--- src/rtl/uart_tx_fifo.sv ---
// UART transmitter fed by a small FIFO. Frames are start, LSB-first data,
// optional parity and one or two stop bits. Queued frames are sent back-to-back.
module uart_tx_fifo #(
  parameter int CLK_HZ     = 100_000_000,
  parameter int BAUD_RT    = 115200,
  parameter int DATA_BITS  = 8,
  parameter int PARITY     = 0,
  parameter int STOP_BITS  = 1,
  parameter int FIFO_DEPTH = 16
) (
  input  logic                          clk,
  input  logic                          reset,
  input  logic [DATA_BITS-1:0]          tx_data,
  input  logic                          tx_valid,
  output logic                          tx_ready,
  output logic [$clog2(FIFO_DEPTH):0]   fifo_count,
  output logic                          tx_send,
  output logic                          tx_busy,
  output logic                          tx_done
);

  localparam int CYCLES_PER_BIT = CLK_HZ / BAUD_RT;
  localparam int CNT_W          = $clog2(CYCLES_PER_BIT);
  localparam int PTR_W          = $clog2(FIFO_DEPTH);
  localparam int CNT_PW         = PTR_W + 1;
  localparam int BIT_W          = $clog2(DATA_BITS);

  localparam logic [CNT_W-1:0]  BAUD_RELOAD = CNT_W'(CYCLES_PER_BIT - 1);
  localparam logic [CNT_PW-1:0] FIFO_FULL   = CNT_PW'(FIFO_DEPTH);
  localparam logic [BIT_W-1:0]  LAST_BIT    = BIT_W'(DATA_BITS - 1);
  localparam logic              LAST_STOP   = 1'(STOP_BITS - 1);

  typedef enum logic [2:0] {
    S_IDLE,
    S_START,
    S_DATA,
    S_PARITY,
    S_STOP
  } state_t;

  // FIFO storage and bookkeeping
  logic [DATA_BITS-1:0] mem_reg [FIFO_DEPTH];
  logic [PTR_W-1:0]     wr_ptr_reg;
  logic [PTR_W-1:0]     rd_ptr_reg;
  logic [CNT_PW-1:0]    count_reg;

  // Transmit state
  state_t               state_reg;
  logic [CNT_W-1:0]     baud_cnt_reg;
  logic [DATA_BITS-1:0] shift_reg;
  logic [BIT_W-1:0]     bit_idx_reg;
  logic                 stop_idx_reg;
  logic                 parity_reg;
  logic                 tx_send_reg;
  logic                 tx_done_reg;

  logic                 wr_en;
  logic                 pop;
  logic                 bit_end;
  logic                 stop_last;
  logic                 fifo_nonempty;
  logic [DATA_BITS-1:0] head_word;
  logic [DATA_BITS:0]   par_chain;

  assign tx_ready      = (count_reg != FIFO_FULL);
  assign fifo_count    = count_reg;
  assign tx_send       = tx_send_reg;
  assign tx_done       = tx_done_reg;
  assign tx_busy       = (state_reg != S_IDLE);

  assign wr_en         = tx_valid && tx_ready;
  assign fifo_nonempty = (count_reg != '0);
  assign bit_end       = (baud_cnt_reg == '0);
  assign stop_last     = (stop_idx_reg == LAST_STOP);
  assign head_word     = mem_reg[rd_ptr_reg];

  // Pops happen only from IDLE or at the very end of the last stop bit, and
  // only on words already counted, so a fresh write is never bypassed.
  assign pop = fifo_nonempty &&
               ((state_reg == S_IDLE) ||
                ((state_reg == S_STOP) && bit_end && stop_last));

  // Seeding the chain with 1 yields odd parity, with 0 even parity.
  assign par_chain[0] = (PARITY == 2);
  generate
    for (genvar gi = 0; gi < DATA_BITS; gi++) begin : g_parity
      assign par_chain[gi+1] = par_chain[gi] ^ head_word[gi];
    end
  endgenerate

  always_ff @(posedge clk) begin
    if (wr_en) begin
      mem_reg[wr_ptr_reg] <= tx_data;
    end
  end

  always_ff @(posedge clk or negedge reset) begin
    if (!reset) begin
      wr_ptr_reg <= '0;
      rd_ptr_reg <= '0;
      count_reg  <= '0;
    end else begin
      if (wr_en) begin
        wr_ptr_reg <= wr_ptr_reg + PTR_W'(1);
      end
      if (pop) begin
        rd_ptr_reg <= rd_ptr_reg + PTR_W'(1);
      end
      case ({wr_en, pop})
        2'b10:   count_reg <= count_reg + CNT_PW'(1);
        2'b01:   count_reg <= count_reg - CNT_PW'(1);
        default: count_reg <= count_reg;
      endcase
    end
  end

  always_ff @(posedge clk or negedge reset) begin
    if (!reset) begin
      state_reg    <= S_IDLE;
      baud_cnt_reg <= '0;
      shift_reg    <= '0;
      bit_idx_reg  <= '0;
      stop_idx_reg <= 1'b0;
      parity_reg   <= 1'b0;
      tx_send_reg  <= 1'b1;
      tx_done_reg  <= 1'b0;
    end else begin
      tx_done_reg <= 1'b0;
      case (state_reg)
        S_IDLE: begin
          tx_send_reg <= 1'b1;
          if (pop) begin
            shift_reg    <= head_word;
            parity_reg   <= par_chain[DATA_BITS];
            baud_cnt_reg <= BAUD_RELOAD;
            tx_send_reg  <= 1'b0;
            state_reg    <= S_START;
          end
        end

        S_START: begin
          if (bit_end) begin
            baud_cnt_reg <= BAUD_RELOAD;
            tx_send_reg  <= shift_reg[0];
            shift_reg    <= shift_reg >> 1;
            bit_idx_reg  <= '0;
            state_reg    <= S_DATA;
          end else begin
            baud_cnt_reg <= baud_cnt_reg - CNT_W'(1);
          end
        end

        S_DATA: begin
          if (bit_end) begin
            baud_cnt_reg <= BAUD_RELOAD;
            if (bit_idx_reg == LAST_BIT) begin
              if (PARITY != 0) begin
                tx_send_reg <= parity_reg;
                state_reg   <= S_PARITY;
              end else begin
                tx_send_reg  <= 1'b1;
                stop_idx_reg <= 1'b0;
                state_reg    <= S_STOP;
              end
            end else begin
              tx_send_reg <= shift_reg[0];
              shift_reg   <= shift_reg >> 1;
              bit_idx_reg <= bit_idx_reg + BIT_W'(1);
            end
          end else begin
            baud_cnt_reg <= baud_cnt_reg - CNT_W'(1);
          end
        end

        S_PARITY: begin
          if (bit_end) begin
            baud_cnt_reg <= BAUD_RELOAD;
            tx_send_reg  <= 1'b1;
            stop_idx_reg <= 1'b0;
            state_reg    <= S_STOP;
          end else begin
            baud_cnt_reg <= baud_cnt_reg - CNT_W'(1);
          end
        end

        S_STOP: begin
          if (bit_end) begin
            if (stop_last) begin
              tx_done_reg <= 1'b1;
              // Chain straight into the next frame when work is queued.
              if (pop) begin
                shift_reg    <= head_word;
                parity_reg   <= par_chain[DATA_BITS];
                baud_cnt_reg <= BAUD_RELOAD;
                tx_send_reg  <= 1'b0;
                state_reg    <= S_START;
              end else begin
                tx_send_reg <= 1'b1;
                state_reg   <= S_IDLE;
              end
            end else begin
              baud_cnt_reg <= BAUD_RELOAD;
              stop_idx_reg <= 1'b1;
            end
          end else begin
            baud_cnt_reg <= baud_cnt_reg - CNT_W'(1);
          end
        end

        default: begin
          tx_send_reg <= 1'b1;
          state_reg   <= S_IDLE;
        end
      endcase
    end
  end

endmodule
--- config.mk ---
export PLATFORM = sky130hd
export DESIGN_NAME = uart_tx_fifo
export DESIGN_NICKNAME = d
export VERILOG_FILES = /design/src/rtl/uart_tx_fifo.sv
export SDC_FILE = /design/constraint.sdc
export NUM_CORES = 1
export LEC_CHECK = 0
export BUFFER_PORTS_ARGS = -buffer_cell sky130_fd_sc_hd__buf_4
export CAP_MARGIN = 20
export CORE_ASPECT_RATIO = 0.8
export CORE_MARGIN = 8
export CORE_UTILIZATION = 56
export CTS_CLUSTER_DIAMETER = 100
export DETAILED_ROUTE_END_ITERATION = 8
export MAX_ROUTING_LAYER = met4
export PLACE_DENSITY = 0.86
export SYNTH_ARGS = -nofsm -noshare
export SYNTH_HDL_FRONTEND = slang
export SYNTH_SLANG_ARGS = --single-unit
export TNS_END_PERCENT = 50
--- constraint.sdc ---
create_clock -name clk -period 3.25 [get_ports clk]
set_input_delay 0.1625 -clock clk [delete_from_list [all_inputs] [get_ports clk]]
set_output_delay 0.1625 -clock clk [all_outputs]
set_load 0.01 [all_outputs]
## Word-level counts from Yosys, hierarchy flattened

Memories as Yosys holds them, arrays and structs flattened.
Cells that the tools add are included.

- Bits of input ports: 11
- Register bits: 40
- Output and inout bits: 9
- RAM bits: 128
- Word-level logic and storage cells: 99
- Memories kept: 1

Memory list:

| memory | words | bits a word | rd ports | clocked after Yosys merged registers in | write ports | RTL line | RTL |
|---|---|---|---|---|---|---|---|
| mem_reg | 16 | 8 | 1 | 0 | 1 | 42 | `logic [DATA_BITS-1:0] mem_reg [FIFO_DEPTH];` |

- Add/sub/neg operators: 6
- Bitwise gates (word level): 1
- Equal/unequal tests: 16
- Multiplexer cells: 45
- Reductions and logical operators: 20

Operators by type and width:

| kind | count |
|---|---|
| 8-bit two-way mux | 6 |
| 10-bit two-way mux | 4 |
| 8-bit one-hot mux with 4 select lines | 1 |
| 3-bit two-way mux | 10 |
| 10-bit one-hot mux with 3 select lines | 1 |
| 1-bit two-way mux | 18 |
| 2-bit inequality test, second input constant | 8 |
| 3-bit one-hot mux with 5 select lines | 1 |
| 10-bit zero test | 1 |
| 5-bit one-hot mux with 2 select lines | 1 |
| 5-bit AND reduction | 2 |
| 10-bit by 1-bit subtractor with 10-bit output, second input constant | 1 |
| 3-bit nonzero test | 3 |
| 4-bit by 1-bit adder with 4-bit output, second input constant | 2 |
| 7-bit AND reduction | 1 |
| 3-bit by 2-bit equality test with 1-bit output, second input constant | 2 |
| 3-bit equality test, second input constant | 2 |
| 3-bit one-hot mux with 2 select lines | 1 |
| 6-bit AND reduction | 1 |
| 5-bit by 1-bit adder with 5-bit output, second input constant | 1 |
| 5-bit inequality test, second input constant | 1 |
| 1-bit one-hot mux with 5 select lines | 1 |
| 5-bit nonzero test | 1 |
| 5-bit by 1-bit subtractor with 5-bit output, second input constant | 1 |
| 13 further kinds | 17 |

## Longest topological paths before layout

- Depth in word-level cells: 9
- Mapped depth: 14

## Worst setup path after synthesis

OpenSTA, ideal clock, no wires.

- Path kind: reg-to-reg
- Start point: register baud_cnt_reg[0]
- End point: register count_reg[4], in the netlist fifo_count[4]
- Stages on the path, launching flop included: 15
- Setup slack: -0.191 ns
- Path buffers: 1
- Setup time: 0.132 ns
- Arrival time: 3.310 ns
- Cells stage by stage: dfrtp_1 inv_1 ha_1 or3b_2 o31ai_4 nor3b_4 ha_1 clkbuf_1 xor2_1 ha_1 o21a_1 o21a_1 a311oi_1 nor3_1 xor2_1

- Cells in the longest elaborated chain, start to end: 7
- Elaborated cells on any way between the ends: 9
- Those cells by class: eq/ne (2); mux (1); reduce/logical (6)

RTL lines:

| element | RTL line | RTL |
|---|---|---|
| from (decl) | 49 | `logic [CNT_W-1:0] baud_cnt_reg;` |
| from (signal assigned) | 149 | `baud_cnt_reg <= baud_cnt_reg - CNT_W'(1);` |
| from (signal assigned) | 171 | `baud_cnt_reg <= baud_cnt_reg - CNT_W'(1);` |
| from (signal assigned) | 182 | `baud_cnt_reg <= baud_cnt_reg - CNT_W'(1);` |
| 10-bit zero test * | 73 | `assign bit_end = (baud_cnt_reg == '0);` |
| 1-bit logical AND * (2 in series) | 81 | `((state_reg == S_STOP) && bit_end && stop_last));` |
| 1-bit logical OR * | 80 | `((state_reg == S_IDLE) \|\|` |
| 1-bit logical AND * | 79 | `assign pop = fifo_nonempty &&` |
| via pop | 58 | `logic pop;` |
| 2-bit by 1-bit equality test with 1-bit output or 2-bit equality test (tied branches) | 109 | `case ({wr_en, pop})` |
| 5-bit one-hot mux with 2 select lines or 2-bit nonzero test (tied branches) | - |  |
| to (signal assigned) | 110 | `2'b10: count_reg <= count_reg + CNT_PW'(1);` |
| to (signal assigned) | 111 | `2'b01: count_reg <= count_reg - CNT_PW'(1);` |
| to (signal assigned) | 112 | `default: count_reg <= count_reg;` |
| to (decl) | 45 | `logic [CNT_PW-1:0] count_reg;` |

The timed path passes the listed nets; every way through them passes the cells marked *.
A chain may end at the register's enable or synchronous reset.

## Worst setup path after layout

Ends and elaborated chain as after synthesis.

==> summary.md <==
| Metric | Value |
|---|---|
| Cts bufs inserted | 17 |
| Clock tree from TritonCTS | done |
| Synth unique cells | 50 |
| Wire length of the first global-routing pass | 23.42 mm |
| Comb pwr share | 0.295 |
| Met1 track demand over resource in global routing | 0.2389 |
| Required time reported for the critical path endpoint | 3.61 ns |
| Fin crit period | 3.173 ns |
| Worst slack on hold paths | 0.04167 ns |
| Total DRC errors in the routed layout | 0 |
| Flip-flop count of the largest register, all copies and words added | 128 |
| Die outline height | 117.1 um |
| Routed vias/inst | 6.047 |
| Synthesized area divided by synthesized cell count | 15.79 sq um |
| Internal power of the cells | 0.004697 W |
| HPWL after detailed placement | 9.187 mm |
| Leakage power summed over all cells | 2.907 nW |
| Grt peak-use layer | met2 |
| Endpoints failing setup | 0 |
| Diode insertion count for antenna repair | 0 |
| Proportion of layout cells with a drive suffix above 1 | 0.2564 |
| Antenna violations before repair | 0 |
| Initial core utilization | 0.5637 |
| Final Hold Fails | 0 |
| Placeable core region | 12680 sq um |
| Worst Path Arrival | 3.53 ns |
| Nature of the critical path startpoint | flip-flop |
| Final Max Slew Viols | 0 |
| Cell count after placement | 640 |
| Worst max-slew margin expressed relative to the limit | 0.3136 |
| Register-to-register setup slack | 0.08 ns |
| Count of flip-flops with a built-in enable after synthesis | 128 |
| Die width | 142.3 um |
| Maximum vdd drop | 0.7907 mV |
| Post-Syn Instances | 453 |
| WS Path Type | flip-flop to flip-flop |
| Longest Clk Path Bufs | 2 |
| Power per standard cell area | 853.4 nW/um^2 |
| Boundary Pins | 20 |
| Net total in the final layout | 518 |
| Seq/Total Area, Yosys | 0.6742 |
| Transition time of the tightest slew-check pin | 1.023 ns |
| Post-route non-filler standard cell count | 682 |
| GR Util All Layers | 0.1947 |
| Via count | 4124 |
| Run status | finished, final reports clean |
| Hold WC Path Type | primary input to flip-flop |
| Average routed wire per standard cell | 21.58 um |
| Sort of element at the end of the critical path | flip-flop |
| Max-capacitance violation count | 0 |
| Overall power of the completed layout | 0.007008 W |
| Area growth syn-to-layout | 14.84% |
| Count of clock tree sinks | 167 |
| Number of synthesized register bits | 167 |
| Die Footprint | 16660 sq um |
| Remaining number of nets flagged by the antenna check after routing | 0 |
| Share of total power in the clock network | 0.280 |
| Placer congestion estimate | 0.8416 |
| Clock slew at the register clock pins of the worst setup and hold paths | 0.07 ns |
| Maximum clock skew at final layout | 0.008379 ns |
| Maximum number of pins on one net before global-route repair | 40 |
| Worst-path fanout max | 8 |
| Total grt overflow | 0 |
| Root buffer cell | sky130_fd_sc_hd__clkbuf_16 |
| Synthesized net count | 477 |
| Total number of H-tree levels | 4 |
| Number of design-rule violations left by the first detailed-router iteration | 398 |
| Warnings from Yosys | 0 |
| Most common flop cell mapped by yosys | sky130_fd_sc_hd__edfxtp_1 |
| Switching Share | 0.3298 |
| Syn Std Cell Area | 7151 sq um |
| Fmax achieved | 315.2 MHz |
| Latest clock arrival within the worst-skew pair | 0.43 ns |
| Drt first pass iters | 5 |
| Site Rows | 37 |
| Post-synthesis async set-or-reset flop share | 0.2335 |
| Net load switching power | 0.002311 W |
| IO buf count | 19 |
| Sum of routed wire length over all layers | 14.72 mm |
| Commonest non-fill, non-tap cells in the layout | sky130_fd_sc_hd__edfxtp_1, sky130_fd_sc_hd__buf_4, sky130_fd_sc_hd__dfrtp_1 |
| Part of the total power dissipated in sequential elements | 0.425 |
| Number of global-route vias before repair | 4300 |
| Period utilization | 0.9763 |
| Met2 usage | 0.3075 |
| Met3 track demand over resource in global routing | 0.05797 |
| Most common cell after layout, fill and taps aside | sky130_fd_sc_hd__edfxtp_1 |
per-layer routing:
layer	vias up	part of all wire
li1	1841	-
met1	2081	0.42
met2	181	0.49
met3	21	0.072
met4	0	0.015
met5	-	0
through the flow:
step           utilization  setup slack [ns]  cell area [sq um]  TNS [ns]
2_1_floorplan            -          0.009109               7166         0
6_report            0.6474           0.07702               8212         0
4_1_cts             0.6398           0.02597               8115         0
3_3_place_gp        0.5917            0.1697               7506         0
3_5_place_dp        0.5931           0.03908               7523         0
5_1_grt             0.6474           -0.1016               8212   -0.1016
final timing paths:
kind | start | endpoint | cells past startpoint
setup / recovery | baud_cnt_reg[0] | fifo_count[4] | 13
hold / removal | tx_data[7] | mem_reg[7][7] | 1
setup reg to reg | baud_cnt_reg[0] | fifo_count[4] | 13
hold reg to reg | shift_reg[7] | shift_reg[7] | 1
max in group asynchronous | reset | baud_cnt_reg[1] | 2
min in group asynchronous | reset | fifo_count[2] | 2
cells by family after synthesis:
| family | count (synthesis) | share of synthesized area |
|---|---|---|
| multiplexers | 58 | 0.1333 |
| AO/OA/AOI/OAI | 67 | 0.06475 |
| AND/OR/NAND/NOR | 106 | 0.07209 |
| flip-flops | 167 | 0.6742 |
| XOR/XNOR | 14 | 0.01715 |
| buffers and inverters | 28 | 0.01575 |
| adder cells (fa/ha/maj) | 13 | 0.02275 |
Yosys cell counts (3+ instances only):
| cell | count | area (sq um) |
|---|---|---|
| sky130_fd_sc_hd__o21ai_0 | 18 | 90.09 |
| sky130_fd_sc_hd__nand2_1 | 30 | 112.6 |
| sky130_fd_sc_hd__a221oi_1 | 8 | 70.07 |
| sky130_fd_sc_hd__a21oi_1 | 10 | 50.05 |
| sky130_fd_sc_hd__nand2b_1 | 6 | 37.54 |
| sky130_fd_sc_hd__nor4_1 | 3 | 18.77 |
| sky130_fd_sc_hd__mux2_4 | 7 | 105.1 |
| sky130_fd_sc_hd__inv_1 | 9 | 33.78 |
| sky130_fd_sc_hd__o21a_1 | 4 | 30.03 |
| sky130_fd_sc_hd__nor2_1 | 32 | 120.1 |
| sky130_fd_sc_hd__mux4_2 | 26 | 585.6 |
| sky130_fd_sc_hd__buf_1 | 4 | 15.01 |
| sky130_fd_sc_hd__mux2i_1 | 15 | 150.1 |
| sky130_fd_sc_hd__mux2_2 | 10 | 112.6 |
| sky130_fd_sc_hd__edfxtp_1 | 128 | 3844 |
| sky130_fd_sc_hd__buf_2 | 6 | 30.03 |
| sky130_fd_sc_hd__nor3_1 | 15 | 75.07 |
| sky130_fd_sc_hd__xor2_1 | 6 | 52.55 |
| sky130_fd_sc_hd__clkbuf_1 | 9 | 33.78 |
| sky130_fd_sc_hd__dfrtp_1 | 38 | 950.9 |
| sky130_fd_sc_hd__a31oi_1 | 10 | 62.56 |
| sky130_fd_sc_hd__xnor2_1 | 8 | 70.07 |
| sky130_fd_sc_hd__nand3_1 | 3 | 15.01 |
| sky130_fd_sc_hd__nand4_1 | 3 | 18.77 |
| sky130_fd_sc_hd__ha_1 | 13 | 162.7 |
area by class of cell:
cell class                      count  area [sq um]
Sequential cell                   167          4823
Fill cell                         862          4473
Clock inverter                     15         156.4
Inverter                            9         33.78
Tap cell                          175         219.0
Timing Repair Buffer               41         305.3
Clock buffer                       17         425.4
Multi-Input combinational cell    258          2248
power groups by stage:
stage | registers [W] | logic, W | clock network (W)
2_1_floorplan | 0.00289 | 0.00149 | 0
3_3_place_gp | 0.00297 | 0.00190 | 0
3_5_place_dp | 0.00301 | 0.00199 | 0
4_1_cts | 0.00297 | 0.00200 | 0.00199
5_1_grt | 0.00302 | 0.00225 | 0.00207
6_report | 0.00298 | 0.00207 | 0.00196
worst max-delay path, cell delays in order, from the launching register on:
cell and delay (ns):
sky130_fd_sc_hd__dfrtp_2 0.45, sky130_fd_sc_hd__inv_2 0.08, sky130_fd_sc_hd__ha_2 0.19, sky130_fd_sc_hd__or3b_4 0.40, sky130_fd_sc_hd__o31ai_4 0.29, sky130_fd_sc_hd__nor3b_4 0.28, sky130_fd_sc_hd__ha_4 0.21, sky130_fd_sc_hd__xor2_1 0.17
sky130_fd_sc_hd__ha_2 0.24, sky130_fd_sc_hd__o21a_1 0.14, sky130_fd_sc_hd__o21a_1 0.17, sky130_fd_sc_hd__a311oi_2 0.11, sky130_fd_sc_hd__nor3_2 0.20, sky130_fd_sc_hd__xor2_1 0.17
repair_timing:
action | in CTS | in global routing
setup endpoints to repair | 0 | 1
setup buffers | 0 | 9
hold buffers | 1 | 0
hold endpoints to repair | 38 | 0
resized for setup | 0 | 8
(Power assumes the default switching activity.)
